### config.mk
export PLATFORM = sky130hd
export DESIGN_NAME = vga_display_pipe
export DESIGN_NICKNAME = d
export VERILOG_FILES = /design/src/rtl/vga_display_pipe.sv
export SDC_FILE = /design/constraint.sdc
export NUM_CORES = 1
export LEC_CHECK = 0
export CORE_UTILIZATION = 55
export CTS_CLUSTER_DIAMETER = 150
export DETAILED_ROUTE_END_ITERATION = 16
export MAX_ROUTING_LAYER = met4
export PLACE_DENSITY = 0.8
export SYNTH_ARGS = -nofsm -noshare
export SYNTH_HDL_FRONTEND = slang
export SYNTH_SLANG_ARGS = --single-unit
### constraint.sdc
create_clock -name clk -period 6.1 [get_ports clk]
set_input_delay 1.22 -clock clk [delete_from_list [all_inputs] [get_ports clk]]
set_output_delay 1.22 -clock clk [all_outputs]
set_load 0.05 [all_outputs]
### src/rtl/vga_display_pipe.sv
// VGA timing generator with lookup-latency-matched palette output.
// Optional screen border: define VGA_BORDER_EN.
module vga_display_pipe #(
    parameter int H_ACTIVE   = 640,
    parameter int H_FP       = 16,
    parameter int H_SYNC     = 96,
    parameter int H_BP       = 48,
    parameter int V_ACTIVE   = 480,
    parameter int V_FP       = 10,
    parameter int V_SYNC     = 2,
    parameter int V_BP       = 33,
    parameter int CLK_DIV    = 4,
    parameter int LOOKUP_LAT = 2,
    parameter int COLOR_W    = 4,
    parameter int BORDER_W   = 8
) (
    input  logic               clk,
    input  logic               rst,
    input  logic [1:0]         state,
    input  logic [2:0]         pix_class,
    output logic               pix_tick,
    output logic               req,
    output logic [9:0]         x_pos,
    output logic [9:0]         y_pos,
    output logic               frame_start,
    output logic               h_sync,
    output logic               v_sync,
    output logic [COLOR_W-1:0] r,
    output logic [COLOR_W-1:0] g,
    output logic [COLOR_W-1:0] b
);

    localparam int H_TOTAL = H_SYNC + H_BP + H_ACTIVE + H_FP;
    localparam int V_TOTAL = V_SYNC + V_BP + V_ACTIVE + V_FP;
    localparam int HCW = $clog2(H_TOTAL);
    localparam int VCW = $clog2(V_TOTAL);
    localparam int DCW = (CLK_DIV > 1) ? $clog2(CLK_DIV) : 1;
    localparam int L   = LOOKUP_LAT;

    localparam logic [DCW-1:0] D_LAST = DCW'(CLK_DIV - 1);
    localparam logic [HCW-1:0] H_LAST = HCW'(H_TOTAL - 1);
    localparam logic [HCW-1:0] H_SE   = HCW'(H_SYNC);
    localparam logic [HCW-1:0] H_A0   = HCW'(H_SYNC + H_BP);
    localparam logic [HCW-1:0] H_A1   = HCW'(H_SYNC + H_BP + H_ACTIVE);
    localparam logic [VCW-1:0] V_LAST = VCW'(V_TOTAL - 1);
    localparam logic [VCW-1:0] V_SE   = VCW'(V_SYNC);
    localparam logic [VCW-1:0] V_A0   = VCW'(V_SYNC + V_BP);
    localparam logic [VCW-1:0] V_A1   = VCW'(V_SYNC + V_BP + V_ACTIVE);

    logic [DCW-1:0] r_div;
    logic [HCW-1:0] r_h;
    logic [VCW-1:0] r_v;
    logic           w_tick;
    logic           w_h_wrap;
    logic           w_v_wrap;
    logic           w_act;
    logic           w_hs_on;
    logic           w_vs_on;

    // Gated by rst so CLK_DIV=1 still reports no tick while held in reset
    assign w_tick   = rst && (r_div == D_LAST);
    assign w_h_wrap = (r_h == H_LAST);
    assign w_v_wrap = (r_v == V_LAST);
    assign w_hs_on  = (r_h < H_SE);
    assign w_vs_on  = (r_v < V_SE);
    assign w_act    = (r_h >= H_A0) && (r_h < H_A1) &&
                      (r_v >= V_A0) && (r_v < V_A1);

    assign pix_tick    = w_tick;
    assign frame_start = w_tick && w_h_wrap && w_v_wrap;
    assign req         = w_act;
    assign x_pos       = w_act ? 10'(r_h - H_A0) : '0;
    assign y_pos       = w_act ? 10'(r_v - V_A0) : '0;

    always_ff @(posedge clk or negedge rst) begin
        if (!rst) begin
            r_div <= '0;
        end else if (r_div == D_LAST) begin
            r_div <= '0;
        end else begin
            r_div <= r_div + 1'b1;
        end
    end

    always_ff @(posedge clk or negedge rst) begin
        if (!rst) begin
            r_h <= '0;
            r_v <= '0;
        end else if (w_tick) begin
            if (w_h_wrap) begin
                r_h <= '0;
                r_v <= w_v_wrap ? '0 : r_v + 1'b1;
            end else begin
                r_h <= r_h + 1'b1;
            end
        end
    end

    // Sync is carried as "in pulse" so cleared stages mean idle-high outputs
    logic [L-1:0] r_p_act;
    logic [L-1:0] r_p_hs;
    logic [L-1:0] r_p_vs;
`ifdef VGA_BORDER_EN
    logic [L-1:0][9:0] r_p_x;
    logic [L-1:0][9:0] r_p_y;
`endif

    always_ff @(posedge clk or negedge rst) begin
        if (!rst) begin
            r_p_act <= '0;
            r_p_hs  <= '0;
            r_p_vs  <= '0;
`ifdef VGA_BORDER_EN
            r_p_x   <= '0;
            r_p_y   <= '0;
`endif
        end else if (w_tick) begin
            r_p_act[0] <= w_act;
            r_p_hs[0]  <= w_hs_on;
            r_p_vs[0]  <= w_vs_on;
`ifdef VGA_BORDER_EN
            r_p_x[0]   <= x_pos;
            r_p_y[0]   <= y_pos;
`endif
            for (int i = 1; i < L; i++) begin
                r_p_act[i] <= r_p_act[i-1];
                r_p_hs[i]  <= r_p_hs[i-1];
                r_p_vs[i]  <= r_p_vs[i-1];
`ifdef VGA_BORDER_EN
                r_p_x[i]   <= r_p_x[i-1];
                r_p_y[i]   <= r_p_y[i-1];
`endif
            end
        end
    end

    function automatic logic [11:0] f_pal(
        input logic [2:0] c,
        input logic [1:0] s
    );
        logic [11:0] p;
        case (c)
            3'd0:    p = 12'h000;
            3'd1:    p = 12'h888;
            3'd2:    p = 12'h0F0;
            3'd3:    p = 12'h0A0;
            3'd4:    p = 12'hF80;
            default: p = 12'hFFF;
        endcase
        if (s == 2'b11 && c != 3'd0) begin
            p = 12'hF00;
        end else if (s == 2'b10) begin
            p = {1'b0, p[11:9], 1'b0, p[7:5], 1'b0, p[3:1]};
        end
        return p;
    endfunction

    function automatic logic [COLOR_W-1:0] f_exp(input logic [3:0] c);
        return COLOR_W'(c) << (COLOR_W - 4);
    endfunction

    logic [11:0] w_pix;

`ifdef VGA_BORDER_EN
    localparam logic [9:0] BW = 10'(BORDER_W);
    localparam logic [9:0] XR = 10'(H_ACTIVE - BORDER_W);
    localparam logic [9:0] YR = 10'(V_ACTIVE - BORDER_W);
    logic w_border;
    assign w_border = (r_p_x[L-1] < BW) || (r_p_x[L-1] >= XR) ||
                      (r_p_y[L-1] < BW) || (r_p_y[L-1] >= YR);
`endif

    always_comb begin
        w_pix = f_pal(pix_class, state);
`ifdef VGA_BORDER_EN
        if (w_border) begin
            w_pix = 12'hFFF;
        end
`endif
        if (!r_p_act[L-1]) begin
            w_pix = 12'h000;
        end
    end

    logic               r_hs;
    logic               r_vs;
    logic [COLOR_W-1:0] r_r;
    logic [COLOR_W-1:0] r_g;
    logic [COLOR_W-1:0] r_b;

    always_ff @(posedge clk or negedge rst) begin
        if (!rst) begin
            r_hs <= 1'b1;
            r_vs <= 1'b1;
            r_r  <= '0;
            r_g  <= '0;
            r_b  <= '0;
        end else if (w_tick) begin
            r_hs <= ~r_p_hs[L-1];
            r_vs <= ~r_p_vs[L-1];
            r_r  <= f_exp(w_pix[11:8]);
            r_g  <= f_exp(w_pix[7:4]);
            r_b  <= f_exp(w_pix[3:0]);
        end
    end

    assign h_sync = r_hs;
    assign v_sync = r_vs;
    assign r      = r_r;
    assign g      = r_g;
    assign b      = r_b;

endmodule

==> results of run 1 <==
-- critical path: stages (launching register included) --
cell and delay (ns):
dfrtp_1 0.46, ha_1 0.34, o41ai_2 0.40, a21oi_1 0.16, a31oi_2 0.82, nor3_1 0.16, clkdlybuf4s50_1 0.75
-- stage by stage --
stage               std cells  util [%]
floorplan                 275         -
global placement          346      68.0
detailed placement        346      68.0
CTS                       354      71.0
global route              354      71.0
finish                    354      71.0
-- final cells by class --
class,instances,area share [%]
clock buffers,7,3.27
clock inverters,1,1.02
inverters,10,1.27
multi-input cells,201,43.3
flip-flops and latches,40,34.1
well taps,50,2.12
repair buffers,45,15.0
-- worst min path at each step --
| stage | startpoint | to | slack [ns] | depth (start not counted) |
|---|---|---|---|---|
| 3_5_place_dp | r_div[0]$_DFF_PN0_ | r_div[0]$_DFF_PN0_ | 0.42 | 1 |
| 6_report | r_div[0]$_DFF_PN0_ | r_div[0]$_DFF_PN0_ | 0.43 | 1 |
| 4_1_cts | r_div[0]$_DFF_PN0_ | r_div[0]$_DFF_PN0_ | 0.43 | 1 |
| 2_1_floorplan | r_div[0]$_DFF_PN0_ | r_div[0]$_DFF_PN0_ | 0.40 | 1 |
| 3_3_place_gp | r_p_hs[1]$_DFFE_PN0P_ | h_sync$_DFFE_PN1P_ | 0.41 | 1 |
| 5_1_grt | r_div[0]$_DFF_PN0_ | r_div[0]$_DFF_PN0_ | 0.44 | 1 |
-- kinds of logic after synthesis --
family,share of synthesized area (%)
AND/OR/NAND/NOR,25.3
AO/OA/AOI/OAI,15.9
flip-flops,41.0
buffers and inverters,7.26
XOR/XNOR,6.44
adder cells (fa/ha/maj),4.09
-- cell usage in the layout (no fill, tap or decap), types with 3 or more instances in the layout --
cell / netlist / final
nand3_1: 19 / 19
o41ai_1: 4 / 4
a31oi_1: 6 / 5
xor2_1: 4 / 4
o21ai_0: 17 / 17
nor4_1: 3 / 3
dfrtp_1: 38 / 38
nor3b_1: 3 / 3
nor3_1: 25 / 25
inv_1: 10 / 10
xnor2_1: 14 / 14
nor2b_1: 4 / 4
a21oi_1: 10 / 10
nor2_1: 11 / 11
clkdlybuf4s50_1: 0 / 42
nand4_1: 4 / 4
a22o_1: 3 / 3
ha_1: 8 / 8
clkbuf_8: 0 / 7
nand2_1: 30 / 30
and3_1: 3 / 3
nand2b_1: 3 / 3
-- synthesized netlist by cell type (6+ instances only) --
cell,instances
xnor2_1,14
buf_2,7
nor3_1,25
nand3_1,19
ha_1,8
a21oi_1,10
nor2_1,11
a31oi_1,6
inv_1,10
dfrtp_1,38
clkbuf_1,10
o21ai_0,17
nand2_1,30
-- state kept, by name, indices dropped and copies added (netlist names), 2 cells and up --
name	count
r	3
r_p_vs	2
r_v	10
b	3
r_p_act	2
g	4
r_div	2
r_h	10
r_p_hs	2
-- per-layer routing --
metal / vias up / routed length, µm / global-route usage [%]
li1: 1034 / - / -
met1: 1016 / 2510 / 36.9
met2: 55 / 2540 / 38.4
met3: 8 / 263 / 6.41
met4: 0 / 63 / 7.65
met5: - / 0 / -
-- power groups by stage --
stage	logic (µW)	clock network [µW]	registers [µW]
4_1_cts	74.6	238	300
6_report	75.2	235	300
2_1_floorplan	50.8	0	301
5_1_grt	85.5	250	303
3_3_place_gp	74.0	0	304
3_5_place_dp	74.3	0	304
==> metrics.cfg, run 1 <==
[run_status]
outcome=complete, no violations

[floorplan]
core_mm2=0.00414
die_width_um=68.7
ios=44
initial_core_util_pct=59.1
dieArea_mm2=0.00472
rows=23
die_h_um=68.7

[grt]
grt_pass1_wl_um=8860
grt_antenna_before_repair=0
overflow=0
grt.total_usage_pct=26.5
grt_pass1_vias=1820
grt_start_max_net_pins=42

[yosys]
syn-cell-area_mm2=0.00245
async_reset_ff_share_pct=100
ys_seq_elements=40
synth_seq_area_share_pct=41.0
synth_nets=290
ys_types=51
synthTopCellsByArea=dfrtp_1, nor3_1, xnor2_1
synth_area_per_cell_um2=8.90
synth_edf_count=0
synth-main-ff-cell=dfrtp_1
synth_top_cell_by_area=dfrtp_1
yosysWarnings=0
yosys.area.top_type_share_pct=38.8
synth_cells=275

[pwr]
clkPwrFrac_pct=38.5
intPower_uw=454
total_power_uw=610
p_seq_share_pct=49.2
power.net_switching_uw=155
combPwrFrac_pct=12.3
p_per_area_mw_per_mm2=207
p_sw_share_pct=25.5
irDropWorstVdd_mv=0.137
p_leak_uw=0.00124

[setup_path]
arrival_ns=3.39
cp.required_ns=4.88
regToRegStartpoint=r_v[0]$_DFFE_PN0P_
cp-end-kind=output pin
r2r_setup_slack_ns=3.58
path_max_fanout=22
cp-endpoint=y_pos[9]
r2r_end=r_p_act[0]$_DFFE_PN0P_
reg2reg_depth=5
cp-startpoint=r_v[0]$_DFFE_PN0P_
critPathKind=flip-flop to output pin
worstSetupStartpointType=flip-flop

[timing]
drv_slew=0
slew_headroom_pct=31.4
timing.hold.ws_ns=0.426
rsz0062_at_grt=false
finalCritPeriodShare_pct=75.6
max_freq_ghz=0.217
fin_ws_ns=1.49
setup_violations=0
finalHoldViolations=0
fin_worst_skew_ns=0.00985
tightest_slew_ns=1.03
setup_tns_ns=0
post-route-min-period_ns=4.61

[routing]
detail_route.wirelength_um=5370
first_pass_iters=4
vias=2113
postRouteAntennaNets=0
post_drt_wl_per_cell_um=15.2
drcViolationCount=0
vias_per_cell=5.97
drtIter0Drc=168

[clock_tree]
cts-root-buf=clkbuf_8
path_clk_slew_ns=0.08
cts_buffer_depth=2
worstSkewPairLatency_ns=0.30
tritoncts=built
ctsHoldBuffers=0
cts_max_level=2
cts.sinks=40
cts_buffers=5
cts_resized=0
post_cts_buffers=0

[run]
maxCapViolCount=0

[place]
dp_slack_ns=1.61
port_buffers=43
gp_congestion=0.875
place_hpwl_um=3620
dpl_cell_area_mm2=0.00282

[finish]
layout-drive-gt1-share_pct=7.24
syn_to_final_growth_pct=20.2
stdcell_area_mm2=0.00294
regArea_mm2=0.00100
nFillCells=340
antenna_cells=0
nNetsFinal=318
multi_input_area_mm2=0.00127

[min_path]
min_path_type=flip-flop to flip-flop

Note: power is estimated with default switching activity, not from simulation.
==> run 2: changes to the inputs <==
--- a/config.mk
+++ b/config.mk
@@ -5,11 +5,11 @@
 export SDC_FILE = /design/constraint.sdc
 export NUM_CORES = 1
 export LEC_CHECK = 0
-export CORE_UTILIZATION = 55
+export CORE_UTILIZATION = 48
 export CTS_CLUSTER_DIAMETER = 150
 export DETAILED_ROUTE_END_ITERATION = 16
 export MAX_ROUTING_LAYER = met4
-export PLACE_DENSITY = 0.8
+export PLACE_DENSITY = 0.74
 export SYNTH_ARGS = -nofsm -noshare
 export SYNTH_HDL_FRONTEND = slang
 export SYNTH_SLANG_ARGS = --single-unit
==> constraint.sdc (replaced) <==
create_clock -name clk -period 3.99 [get_ports clk]
set_input_delay 0.798 -clock clk [delete_from_list [all_inputs] [get_ports clk]]
set_output_delay 0.798 -clock clk [all_outputs]
set_load 0.05 [all_outputs]
==> metrics.cfg, run 2 (synthesized netlist as in run 1, its figures left out) <==
[routing]
vias=2146  ; +1.6%
postRouteAntennaNets=0  ; unchanged
post_drt_wl_per_cell_um=15.0  ; -0.91%
vias_per_cell=5.74  ; -3.9%
first_pass_iters=4  ; unchanged
drcViolationCount=0  ; unchanged
detail_route.wirelength_um=5620  ; +4.7%
drtIter0Drc=195  ; +16%

[grt]
grt_antenna_before_repair=0  ; unchanged
grt.total_usage_pct=23.9  ; -2.6 points
grt_pass1_wl_um=9560  ; +7.9%
grt_start_max_net_pins=42  ; unchanged
grt_pass1_vias=1980  ; +8.8%
overflow=0  ; unchanged

[pwr]
clkPwrFrac_pct=36.2  ; -2.3 points
p_per_area_mw_per_mm2=303  ; +46%
irDropWorstVdd_mv=0.176  ; +29%
p_sw_share_pct=27.0  ; +1.6 points
power.net_switching_uw=245  ; +57%
p_leak_uw=0.00125  ; +1.1%
p_seq_share_pct=50.8  ; +1.6 points
intPower_uw=660  ; +45%
combPwrFrac_pct=13.0  ; +0.7 points
total_power_uw=904  ; +48%

[clock_tree]
ctsHoldBuffers=0  ; unchanged
cts.sinks=40  ; unchanged
cts_max_level=2  ; unchanged
cts_resized=0  ; unchanged
worstSkewPairLatency_ns=0.30  ; about the same
post_cts_buffers=0  ; unchanged
cts-root-buf=clkbuf_8
cts_buffers=5  ; unchanged
tritoncts=built
path_clk_slew_ns=0.08  ; about the same
cts_buffer_depth=2  ; unchanged

[run]
maxCapViolCount=0  ; unchanged

[timing]
finalHoldViolations=0  ; unchanged
rsz0062_at_grt=false
finalCritPeriodShare_pct=92.4
drv_slew=0  ; unchanged
post-route-min-period_ns=3.69
tightest_slew_ns=0.619  ; -0.407 ns
max_freq_ghz=0.271
setup_violations=0  ; unchanged
slew_headroom_pct=58.2  ; +27 points
setup_tns_ns=0  ; unchanged
fin_worst_skew_ns=0.00832  ; -0.00153 ns

[floorplan]
initial_core_util_pct=50.8  ; -8.3 points
dieArea_mm2=0.00539  ; +14%
core_mm2=0.00482  ; +16%
rows=25  ; +8.7%
die_h_um=73.4  ; +6.8%
die_width_um=73.4  ; +6.8%
ios=44  ; unchanged

[finish]
layout_commonest_cell=clkdlybuf4s50_1
layout-drive-gt1-share_pct=8.14  ; +0.91 points
antenna_cells=0  ; unchanged
nNetsFinal=321  ; +0.94%
final_cell_mix=clkdlybuf4s50_1, dfrtp_1, nand2_1
syn_to_final_growth_pct=21.8

[setup_path]
cp.required_ns=3.19  ; -1.69 ns
cp_cell_sequence=ha_1, o41ai_2, a21oi_1, a31oi_1, buf_4, nor3_1, clkdlybuf4s50_1
crit_family=buffers and inverters
critPathKind=flip-flop to output pin
crit_buf_inv=2  ; +1
slowest_stage=clkdlybuf4s50_1
path_max_fanout=16  ; -27%
cpPeakStageDelay_ns=0.72  ; -0.10 ns
cp-end-kind=output pin
arrival_ns=2.89  ; -0.50 ns
worstSetupStartpointType=flip-flop

[place]
place_hpwl_um=3940  ; +8.9%
gp_congestion=0.967  ; +10%
port_buffers=43  ; unchanged

[run_status]
outcome=complete, no violations

[min_path]
min_path_type=flip-flop to flip-flop

-- run 2: changes by cell type in the layout (fill, tap and decap cells not counted) --
| cell | previous run | this run |
|---|---|---|
| clkbuf_8 | 7 | 5 |
| clkdlybuf4s50_1 | 42 | 40 |
| a31oi_2 | 1 | 0 |
| a31oi_1 | 5 | 6 |
| clkbuf_1 | 0 | 1 |
| buf_4 | 2 | 5 |
| clkinv_2 | 0 | 1 |
| buf_12 | 0 | 2 |
-- run 2: worst paths after layout --
kind | startpoint | slack, ns | endpoint | cells past startpoint
max | r_v[0]$_DFFE_PN0P_ | 0.30 | y_pos[3] | 7
min | r_div[0]$_DFF_PN0_ | 0.43 | r_div[0]$_DFF_PN0_ | 1
max reg2reg | r_div[0]$_DFF_PN0_ | 1.98 | b[2]$_DFFE_PN0P_ | 7
min reg2reg | r_div[0]$_DFF_PN0_ | 0.43 | r_div[0]$_DFF_PN0_ | 1
max in group asynchronous | rst | 3.03 | v_sync$_DFFE_PN1P_ | 2
min in group asynchronous | rst | 0.58 | r_h[9]$_DFFE_PN0P_ | 2
-- run 2: per-layer routing --
metal  GRT usage [%]  share of wire [%]  up-vias  wire length, µm
li1                -                  -     1039                -
met1            30.7                 45     1034             2530
met2            38.0                 49       62             2770
met3            3.70                4.4       11              246
met4            9.83                1.5        0               83
met5               -                  0        -                0
-- run 2: area by class of cell --
type	count	area [µm²]
Fill cell	443	1830
Multi-Input combinational cell	201	1270
Sequential cell	40	1000
Timing Repair Buffer	48	483
Tap cell	67	83.8
Clock buffer	6	72.6
Inverter	10	37.5
Clock inverter	2	35.0
-- run 2: power groups by stage --
stage / Clock, µW / Sequential [µW] / Combinational (µW)
after detailed placement: 0 / 466 / 117
after floorplan: 0 / 460 / 77.6
final: 327 / 460 / 117
after global routing: 357 / 463 / 131
after global placement: 0 / 467 / 113
after CTS: 337 / 458 / 117
-- run 2: per-stage QoR --
stage	area [µm²]	setup slack [ns]	cells	utilization [%]	hold WS, ns
floorplan	2450	0.399	275	-	0.403
global placement	2880	0.730	366	59.7	0.414
detailed placement	2880	0.645	366	59.7	0.420
CTS	2980	0.313	374	61.9	0.432
global route	2980	0.0751	374	61.9	0.450
finish	2980	0.302	374	61.9	0.429
